===== src/rtl/hamming_pkg.sv =====
// Shared types and Hamming(7,4) helpers for the serial link scheduler.
// Codeword bit i holds c(i+1): {d4, d3, d2, p3, d1, p2, p1}, so c1 is the LSB.
package hamming_pkg;

    typedef enum logic [1:0] {
        IDLE = 2'd0,
        SEND = 2'd1,
        GAP  = 2'd2
    } tx_state_e;

    function automatic logic [6:0] ham_encode(input logic [3:0] d);
        logic p1, p2, p3;
        p1 = d[0] ^ d[1] ^ d[3];
        p2 = d[0] ^ d[2] ^ d[3];
        p3 = d[1] ^ d[2] ^ d[3];
        return {d[3], d[2], d[1], p3, d[0], p2, p1};
    endfunction

    // Result is the 1-based position of the flipped bit, 0 when the word is clean.
    function automatic logic [2:0] ham_syndrome(input logic [6:0] c);
        return {c[3] ^ c[4] ^ c[5] ^ c[6],
                c[1] ^ c[2] ^ c[5] ^ c[6],
                c[0] ^ c[2] ^ c[4] ^ c[6]};
    endfunction

endpackage


===== src/rtl/hamming_tag_fifo.sv =====
// Requester-ID FIFO for codewords in flight between serialiser and deserialiser.
// Pointers carry one extra wrap bit to tell full from empty.
module hamming_tag_fifo #(
    parameter int DEPTH = 4
) (
    input  logic clk,
    input  logic rst_n,
    input  logic push,
    input  logic din,
    input  logic pop,
    output logic dout,
    output logic full,
    output logic empty
);
    localparam int AW = $clog2(DEPTH);

    logic [DEPTH-1:0] mem;
    logic [AW:0]      wr_ptr, rd_ptr;
    logic             do_push, do_pop;

    assign empty   = (wr_ptr == rd_ptr);
    assign full    = (wr_ptr[AW] != rd_ptr[AW]) && (wr_ptr[AW-1:0] == rd_ptr[AW-1:0]);
    assign do_push = push && !full;
    assign do_pop  = pop && !empty;
    assign dout    = mem[rd_ptr[AW-1:0]];

    always_ff @(posedge clk or negedge rst_n) begin
        if (!rst_n) begin
            mem    <= '0;
            wr_ptr <= '0;
            rd_ptr <= '0;
        end else begin
            if (do_push) begin
                mem[wr_ptr[AW-1:0]] <= din;
                wr_ptr              <= wr_ptr + 1'b1;
            end
            if (do_pop) rd_ptr <= rd_ptr + 1'b1;
        end
    end

endmodule


===== src/rtl/hamming_link_sched.sv =====
// Two-requester round-robin scheduler onto one serial Hamming(7,4) channel,
// with deserialise/correct on the return path and requester tagging.
module hamming_link_sched
    import hamming_pkg::*;
#(
    parameter int GAP_CYCLES = 1,
    parameter int TAG_DEPTH  = 4,
    parameter int CNT_W      = 8
) (
    input  logic             clk,
    input  logic             rst_n,
    input  logic             req0_valid,
    input  logic [3:0]       req0_data,
    output logic             req0_ready,
    input  logic             req1_valid,
    input  logic [3:0]       req1_data,
    output logic             req1_ready,
    output logic             tx_serial,
    output logic             tx_frame,
    input  logic             rx_serial,
    input  logic             rx_frame,
    output logic             rx_valid,
    output logic [3:0]       rx_data,
    output logic             rx_id,
    output logic             rx_corrected,
    output logic             rx_orphan,
    output logic [CNT_W-1:0] corr_cnt,
    output logic             busy
);
    localparam int GW = (GAP_CYCLES > 1) ? $clog2(GAP_CYCLES) : 1;

    tx_state_e     state, state_nxt;
    logic [6:0]    tx_sh;
    logic [2:0]    tx_cnt;
    logic [GW-1:0] gap_cnt;
    logic          last_grant;
    logic          can_grant, hs, hs_id, gap_last;
    logic [3:0]    hs_data;

    logic [5:0]    rx_sh;
    logic [2:0]    rx_cnt;
    logic [6:0]    rx_word;
    logic [2:0]    syn;
    logic          rx_done;
    logic [3:0]    rx_fix;
    logic          tag_full, tag_empty, tag_dout;

    // Ties go to whoever did not win last; a lone requester always wins.
    assign can_grant  = (state == IDLE) && !tag_full;
    assign req0_ready = can_grant && req0_valid && (!req1_valid || last_grant);
    assign req1_ready = can_grant && req1_valid && (!req0_valid || !last_grant);
    assign hs_id      = req1_valid && req1_ready;
    assign hs         = (req0_valid && req0_ready) || hs_id;
    assign hs_data    = hs_id ? req1_data : req0_data;
    assign gap_last   = (int'(gap_cnt) == GAP_CYCLES - 1);

    always_ff @(posedge clk or negedge rst_n) begin
        if (!rst_n) state <= IDLE;
        else        state <= state_nxt;
    end

    always_comb begin
        state_nxt = state;
        case (state)
            IDLE:    if (hs) state_nxt = SEND;
            SEND:    if (tx_cnt == 3'd6) state_nxt = (GAP_CYCLES == 0) ? IDLE : GAP;
            GAP:     if (gap_last) state_nxt = IDLE;
            default: state_nxt = IDLE;
        endcase
    end

    always_comb begin
        tx_frame  = (state == SEND);
        tx_serial = (state == SEND) && tx_sh[0];
        busy      = (state != IDLE) || !tag_empty;
    end

    always_ff @(posedge clk or negedge rst_n) begin
        if (!rst_n) begin
            tx_sh      <= '0;
            tx_cnt     <= '0;
            gap_cnt    <= '0;
            last_grant <= 1'b1;
        end else begin
            if (hs) begin
                tx_sh      <= ham_encode(hs_data);
                tx_cnt     <= '0;
                last_grant <= hs_id;
            end else if (state == SEND) begin
                tx_sh  <= {1'b0, tx_sh[6:1]};
                tx_cnt <= tx_cnt + 3'd1;
            end
            gap_cnt <= (state == GAP) ? gap_cnt + 1'b1 : '0;
        end
    end

    // rx_word is the frame as it stands including this cycle's bit.
    assign rx_word = {rx_serial, rx_sh};
    assign rx_done = rx_frame && (rx_cnt == 3'd6);
    assign syn     = ham_syndrome(rx_word);
    assign rx_fix  = {rx_word[6], rx_word[5], rx_word[4], rx_word[2]}
                   ^ {syn == 3'd7, syn == 3'd6, syn == 3'd5, syn == 3'd3};

    always_ff @(posedge clk or negedge rst_n) begin
        if (!rst_n) begin
            rx_sh  <= '0;
            rx_cnt <= '0;
        end else if (rx_frame) begin
            rx_sh  <= rx_word[6:1];
            rx_cnt <= rx_done ? 3'd0 : rx_cnt + 3'd1;
        end else begin
            rx_cnt <= '0;
        end
    end

    always_ff @(posedge clk or negedge rst_n) begin
        if (!rst_n) begin
            rx_valid     <= 1'b0;
            rx_orphan    <= 1'b0;
            rx_data      <= '0;
            rx_id        <= 1'b0;
            rx_corrected <= 1'b0;
            corr_cnt     <= '0;
        end else begin
            rx_valid  <= rx_done && !tag_empty;
            rx_orphan <= rx_done && tag_empty;
            if (rx_done && !tag_empty) begin
                rx_data      <= rx_fix;
                rx_id        <= tag_dout;
                rx_corrected <= (syn != 3'd0);
                if ((syn != 3'd0) && (corr_cnt != {CNT_W{1'b1}}))
                    corr_cnt <= corr_cnt + 1'b1;
            end
        end
    end

    hamming_tag_fifo #(
        .DEPTH (TAG_DEPTH)
    ) u_tag_fifo (
        .clk   (clk),
        .rst_n (rst_n),
        .push  (hs),
        .din   (hs_id),
        .pop   (rx_done),
        .dout  (tag_dout),
        .full  (tag_full),
        .empty (tag_empty)
    );

endmodule


===== config.mk =====
export PLATFORM = sky130hd
export DESIGN_NAME = hamming_link_sched
export DESIGN_NICKNAME = d
export VERILOG_FILES = /design/src/rtl/hamming_pkg.sv /design/src/rtl/hamming_tag_fifo.sv /design/src/rtl/hamming_link_sched.sv
export SDC_FILE = /design/constraint.sdc
export NUM_CORES = 1
export LEC_CHECK = 0
export ABC_AREA = 1
export CAP_MARGIN = 10
export CORE_MARGIN = 2
export CORE_UTILIZATION = 41
export CTS_CLUSTER_SIZE = 30
export DETAILED_ROUTE_END_ITERATION = 10
export PLACE_DENSITY = 0.64
export SYNTH_ARGS = -nofsm -noshare
export SYNTH_HDL_FRONTEND = slang
export SYNTH_SLANG_ARGS = --single-unit

===== constraint.sdc =====
create_clock -name clk -period 2.4 [get_ports clk]
set_clock_uncertainty 0.1 [all_clocks]
set_input_delay 0.36 -clock clk [delete_from_list [all_inputs] [get_ports clk]]
set_output_delay 0.36 -clock clk [all_outputs]
set_load 0.02 [all_outputs]

==> qor.csv, run 1 <==
stage,metric,value,unit
outcome,outcome,completed,
yosys,synth warn,0,
timing,final critical-path required period,2.21,ns
worst_setup_path,critical path class,flop to primary output,
floorplanning,die width,85.6,um
yosys,Cells after Synth,320,
placement,I/O Buffers,34,
floorplanning,Core Footprint,6390,um^2
power_and_ir_drop,maximum vdd drop,424,uV
worst_setup_path,crit start category,flop,
cts,Clock Tree Buf Depth,2,
grt,largest net degree at the start of global routing,35,
worst_setup_path,R2R cell count,14,
timing,final hold vios,0,
cts,Clock transition at path regs,0.10,ns
layout,"commonest non-fill, non-tap cell in the layout",nand2_1,
grt,global-route wire length before repair,9180,um
layout,Non-Filler Instances,448,
worst_setup_path,CP max FO,10,
yosys,Post-synth EDFFs,0,
power_and_ir_drop,Power Density,946,nW/um^2
drt,DRC,0,
cts,cts hold-fix bufs,0,
yosys,"Avg Cell Area, Syn",8.53,um^2
drt,Via density,4.82,
cts,Root Driver,clkbuf_8,
drt,Initial DRT Pass Iterations,4,
yosys,Simple-Gate Fraction of Synth Area,25.6,%
yosys,Synth Register Bits,49,
worst_setup_path,RR Endpoint,tx_sh[3]$_DFFE_PN0P_,
yosys,most common flop cell mapped by yosys,dfrtp_1,
timing,actual slew at the worst max-slew pin,0.754,ns
grt,GRT Util Overall,15.6,%
layout,post-layout util,52.5,%
timing,Slew Limit Fails,0,
placement,dpl cell area,3220,um^2
power_and_ir_drop,Seq pwr share,37.6,%
layout,# diodes,0,
yosys,Post-Synth Adder-Cell Area,4.59,%
timing,final hold slack,0.00889,ns
yosys,largest family of logic cells by synthesized area,simple AND/OR/NAND/NOR gates,
timing,Achievable Freq,452,MHz
job,MaxCap Viol Count,0,
drt,WL/cell,11.5,um
power_and_ir_drop,leak pwr,1.65,nW
layout,most frequent cells in the layout,"nand2_1, dfrtp_1, inv_1, clkdlybuf4s50_1, o21ai_0",
yosys,Synth Net Count,344,
floorplanning,Rows,29,
drt,drt initial violations,87,
grt,vias in the first global route,2083,
placement,post-DP HPWL,3990,um
power_and_ir_drop,total power,3.17,mW
yosys,asr flop ratio synth,100,%
layout,share of layout cells above drive strength 1,13.5,%
worst_hold_path,Hold WC Path Type,input pin to asynchronous set/reset pin,
cts,CTS tree,done,
worst_setup_path,reg-to-reg startpoint,u_tag_fifo.wr_ptr[1]$_DFFE_PN0N_,
cts,total clock sinks,49,
worst_setup_path,reg2reg setup slack,0.40,ns
floorplanning,Ports,35,
layout,Final Net Count,394,
power_and_ir_drop,Combinational Power Share,43.1,%
yosys,top cell type by total area after synthesis,dfrtp_1,
placement,pre-CTS setup slack,0.0564,ns
cts,H-tree Lvls,2,
layout,fillcell total,617,
layout,Finished Cell Area,3350,um^2
yosys,compound-cell area share of the yosys netlist,7.98,%
yosys,mux cell area share after synthesis,0.413,%
grt,initial antenna violation count,0,
power_and_ir_drop,Clock power frac,19.3,%
yosys,post-synthesis xor/xnor area fraction,9.03,%
drt,via count,2161,
worst_setup_path,"Arr. time, crit path",1.75,ns
yosys,Synth Cell Area,2730,um^2
cts,"Clk Latency, worst-skew pair",0.31,ns
placement,Routability Congestion,0.740,
floorplanning,DIE HEIGHT,85.6,um
cts,CTS Buf Count,5,
placement,DP Cell Count,438,
grt,grt ovf,0,
yosys,Synth top area share,44.0,%
timing,RSZ-0062 raised after global routing,false,
timing,# setup viols final,0,
drt,Final ANT Viol Nets,0,
timing,final period utilization,92.2,%
power_and_ir_drop,P_sw,1.25,mW
yosys,synth unique cells,36,
timing,final setup margin,0.186,ns
yosys,"top cells by area, synth","dfrtp_1, nand2_1, inv_1",
worst_setup_path,Critical Path RT,1.94,ns
drt,Total Wirelength,5170,um
layout,Layout area overhead,22.8,%
yosys,part of the Yosys area used for sequential elements,45.0,%
power_and_ir_drop,internal power,1.92,mW
floorplanning,die area,7320,um^2
worst_setup_path,CP endpoint kind,primary output,
timing,slew margin rel.,49.7,%
floorplanning,initial core utilization,42.7,%
timing,setup_tns,0,ns
power_and_ir_drop,switch share,39.3,%
==> metal layers <==
| layer | global-route usage [%] | wire length (um) |
|---|---|---|
| met1 | 18.7 | 2370 |
| met2 | 27.8 | 2530 |
| met3 | 3.37 | 192 |
| met4 | 5.19 | 81 |
| met5 | 0 | 0 |
==> synthesized netlist by cell type (all sizes together) (9+ instances only) <==
cell type and number:
nand3 14, nand2 87, inv 45, xor2 14, dfrtp 48, nand4 15
nor2 25, o21ai 29, xnor2 9, ha 10
==> state kept, by name (all words and copies together), names as in the netlist <==
| name | flops |
|---|---|
| rx_id | 1 |
| rx_data | 4 |
| tx_cnt | 3 |
| u_tag_fifo.wr_ptr | 3 |
| rx_corrected | 1 |
| rx_valid | 1 |
| gap_cnt | 1 |
| rx_cnt | 3 |
| corr_cnt | 8 |
| u_tag_fifo.rd_ptr | 3 |
| last_grant | 1 |
| u_tag_fifo.mem | 4 |
| rx_orphan | 1 |
| tx_sh | 7 |
| rx_sh | 6 |
| state | 2 |
==> repair_timing <==
action	in CTS	in global routing
setup endpoints to repair	2	4
buffers inserted	0	2
gates resized for setup	2	2
pin swaps	1	2
==> layout make-up <==
cell class / count / area [um^2] / share of cell area (%)
multi-input cells: 221 / 1300 / 38.8
flip-flops and latches: 49 / 1230 / 36.6
repair buffers: 48 / 440 / 13.1
inverters: 45 / 169 / 5.04
well taps: 77 / 96.3 / 2.88
clock buffers: 5 / 68.8 / 2.05
clock inverters: 3 / 48.8 / 1.46
==> how the worst max path moves through the flow <==
stage | from | endpoint | cells past startpoint
floorplan | state[0]$_DFFE_PN0P_ | tx_serial | 4
CTS | u_tag_fifo.rd_ptr[0]$_DFFE_PN0P_ | req1_ready | 5
detailed placement | req1_valid | req1_ready | 5
global route | state[0]$_DFFE_PN0P_ | tx_serial | 5
finish | state[0]$_DFFE_PN0P_ | tx_serial | 5
global placement | req1_valid | req1_ready | 5
==> kinds of logic (layout without fill, tap and decap cells) <==
family                     count (synthesis)  in the layout
and+or+nand+nor                          148            148
buffers and inverters                     50            101
DFF                                       49             49
AOI/OAI and AO/OA                         39             39
xor gates and xnor gates                  23             23
adders and majority gates                 10             10
muxes                                      1              1
==> power by group through the flow <==
stage,Combinational (mW),Sequential [mW],Clock [mW]
after detailed placement,1.37,1.21,0
after floorplan,0.917,1.22,0
after global placement,1.32,1.20,0
after global routing,1.55,1.23,0.661
after CTS,1.37,1.20,0.637
final,1.36,1.19,0.613
==> worst max-delay path: stages (launching register included) <==
cell             delay, ns
dfrtp_1               0.40
inv_1                 0.08
nor2_1                0.16
inv_2                 0.11
nor2_1                0.10
clkdlybuf4s50_1       0.60
Power figures use the tool's default switching activity.
==> run 2: changes to the inputs <==
Settings changed: CORE_ASPECT_RATIO set to 1.5.
==> run 2 against run 1 <==
Clock power fell by 3.6%; critical path depth rose by 1; count of clock-buffer cells in the layout did not move; sequential cell count did not move; setup slack got worse by 0.0022 ns; fmax barely moved; register-to-register slack improved by 0.07 ns; sequential share of layout area rose by 0.33 points; routed wire length rose by 0.43%; core utilization fell by 1.3 points; worst hold slack improved by 0.045 ns; total power fell by 0.79%.
==> qor.csv, run 2 (synthesis gave the netlist of run 1 again) <==
stage,metric,value,unit
placement,Routability Congestion,0.881,
timing,# setup viols final,0,
worst_setup_path,CP endpoint kind,primary output,
placement,I/O Buffers,34,
drt,drt initial violations,82,
power_and_ir_drop,maximum vdd drop,422,uV
worst_setup_path,reg-to-reg startpoint,u_tag_fifo.rd_ptr[0]$_DFFE_PN0P_,
timing,final hold vios,0,
floorplanning,Ports,35,
layout,Layout area overhead,21.7,%
cts,Root Driver,clkbuf_8,
cts,Clock transition at path regs,0.10,ns
timing,final critical-path required period,2.22,ns
drt,DRC,0,
timing,actual slew at the worst max-slew pin,0.620,ns
timing,RSZ-0062 raised after global routing,false,
power_and_ir_drop,leak pwr,1.63,nW
layout,Largest register FFs,8,
cts,CTS Buf Count,5,
floorplanning,Rows,36,
grt,largest net degree at the start of global routing,50,
cts,H-tree Lvls,2,
cts,Clock Tree Buf Depth,2,
worst_setup_path,"Arr. time, crit path",1.76,ns
grt,vias in the first global route,2124,
worst_setup_path,CP max stage cell,dfrtp_1,
worst_setup_path,R2R cell count,11,
worst_setup_path,Setup crit start,u_tag_fifo.rd_ptr[1]$_DFFE_PN0P_,
worst_hold_path,Hold WC Path Type,input pin to asynchronous set/reset pin,
layout,Largest Register,corr_cnt,
worst_setup_path,cell mode on critical path,nand2_1,
worst_setup_path,RR Endpoint,tx_sh[3]$_DFFE_PN0P_,
floorplanning,initial core utilization,42.1,%
power_and_ir_drop,Power Density,947,nW/um^2
grt,grt ovf,0,
timing,Slew Limit Fails,0,
floorplanning,die area,7340,um^2
floorplanning,Core Footprint,6490,um^2
layout,biggest regs,"corr_cnt: 8 flops, tx_sh: 7 flops, rx_sh: 6 flops",
worst_setup_path,critical path class,flop to primary output,
cts,number of post-CTS setup repair buffers,0,
worst_setup_path,Critical Path RT,1.94,ns
worst_setup_path,CP max FO,4,
cts,total clock sinks,49,
worst_setup_path,Crit path largest cell delay,0.43,ns
floorplanning,die width,70.6,um
worst_setup_path,crit start category,flop,
outcome,outcome,completed,
worst_setup_path,crit path cell chain,inv_1 > nand2_1 > nand2_1 > nand4_1 > nand3b_1 > dlygate4sd2_1,
job,MaxCap Viol Count,0,
drt,Final ANT Viol Nets,0,
grt,GRT Util Overall,15.0,%
timing,Achievable Freq,451,MHz
cts,"Clk Latency, worst-skew pair",0.30,ns
layout,fillcell total,625,
layout,"commonest non-fill, non-tap cell in the layout",nand2_1,
grt,global-route wire length before repair,9040,um
drt,via count,2129,
drt,WL/cell,11.7,um
layout,most frequent cells in the layout,"nand2_1, dfrtp_1, inv_1, clkdlybuf4s50_1, o21ai_0",
drt,Initial DRT Pass Iterations,4,
timing,slew margin rel.,58.7,%
timing,setup_tns,0,ns
worst_setup_path,reg2reg setup slack,0.47,ns
drt,Total Wirelength,5190,um
layout,# diodes,0,
floorplanning,DIE HEIGHT,104,um
drt,Via density,4.80,
grt,initial antenna violation count,0,
placement,post-DP HPWL,3950,um
timing,final period utilization,92.3,%
cts,CTS tree,done,
timing,final hold slack,0.0537,ns
layout,share of layout cells above drive strength 1,13.0,%
layout,Final Net Count,391,
-- run 2: cell count changes in the layout (fill, tap and decap cells not counted), sizes merged --
cell / previous run / this run
clkbuf: 5 / 6
clkinv: 0 / 1
buf: 15 / 12
inv: 46 / 45
dlygate4sd2: 2 / 1
-- run 2: routing by layer --
| layer | GRT usage [%] | share of wire (%) | vias up |
|---|---|---|---|
| met5 | 0 | 0 | - |
| met4 | 5.39 | 1.5 | 0 |
| met3 | 2.62 | 3.3 | 7 |
| met2 | 28.3 | 54 | 39 |
| met1 | 16.3 | 41 | 979 |
| li1 | - | - | 1104 |
-- run 2: per-stage QoR --
stage | setup slack [ns] | instance area, um^2 | instances | util [%] | power [mW]
floorplan | 0.565 | 2730 | 320 | - | 2.14
global placement | 0.0611 | 3210 | 436 | 49.5 | 2.56
detailed placement | 0.0385 | 3210 | 436 | 49.5 | 2.59
CTS | 0.0130 | 3320 | 444 | 51.2 | 3.20
global route | 0.0336 | 3320 | 444 | 51.2 | 3.42
finish | 0.184 | 3320 | 444 | 51.2 | 3.14
-- run 2: where the power goes --
| part | total [mW] | switching [mW] | internal [mW] |
|---|---|---|---|
| logic | 1.35 | 0.807 | 0.547 |
| registers | 1.20 | 0.154 | 1.05 |
| clock network | 0.591 | 0.279 | 0.312 |
-- run 2: how the worst max path moves through the flow --
| stage | to | slack, ns | depth (start not counted) |
|---|---|---|---|
| finish | busy | 0.18 | 6 |
| global route | busy | 0.03 | 6 |
| floorplan | tx_serial | 0.57 | 4 |
| detailed placement | req1_ready | 0.04 | 5 |
| global placement | req1_ready | 0.06 | 5 |
| CTS | req1_ready | 0.01 | 5 |
-- run 2: worst max-delay path: cells and delay by family, from the launching register on --
kind | cells | cell delay, ns
AND/OR/NAND/NOR | 4 | 0.58
buffers and inverters | 2 | 0.44
flip-flops | 1 | 0.43
-- run 2: what timing repair did --
action	in CTS	in global routing
hold buffers	0	0
gates resized for setup	2	4
endpoints found under the setup margin	2	3
pin swaps	0	1
-- run 2: area by class of cell --
cell class	count	area (um^2)	share of cell area, %
tap	76	95.1	2.86
sequential	49	1230	37.0
multi-input combinational	221	1300	39.1
inverter	45	169	5.09
clock buffer	5	68.8	2.07
clock inverter	3	46.3	1.39
timing repair buffer	45	414	12.5
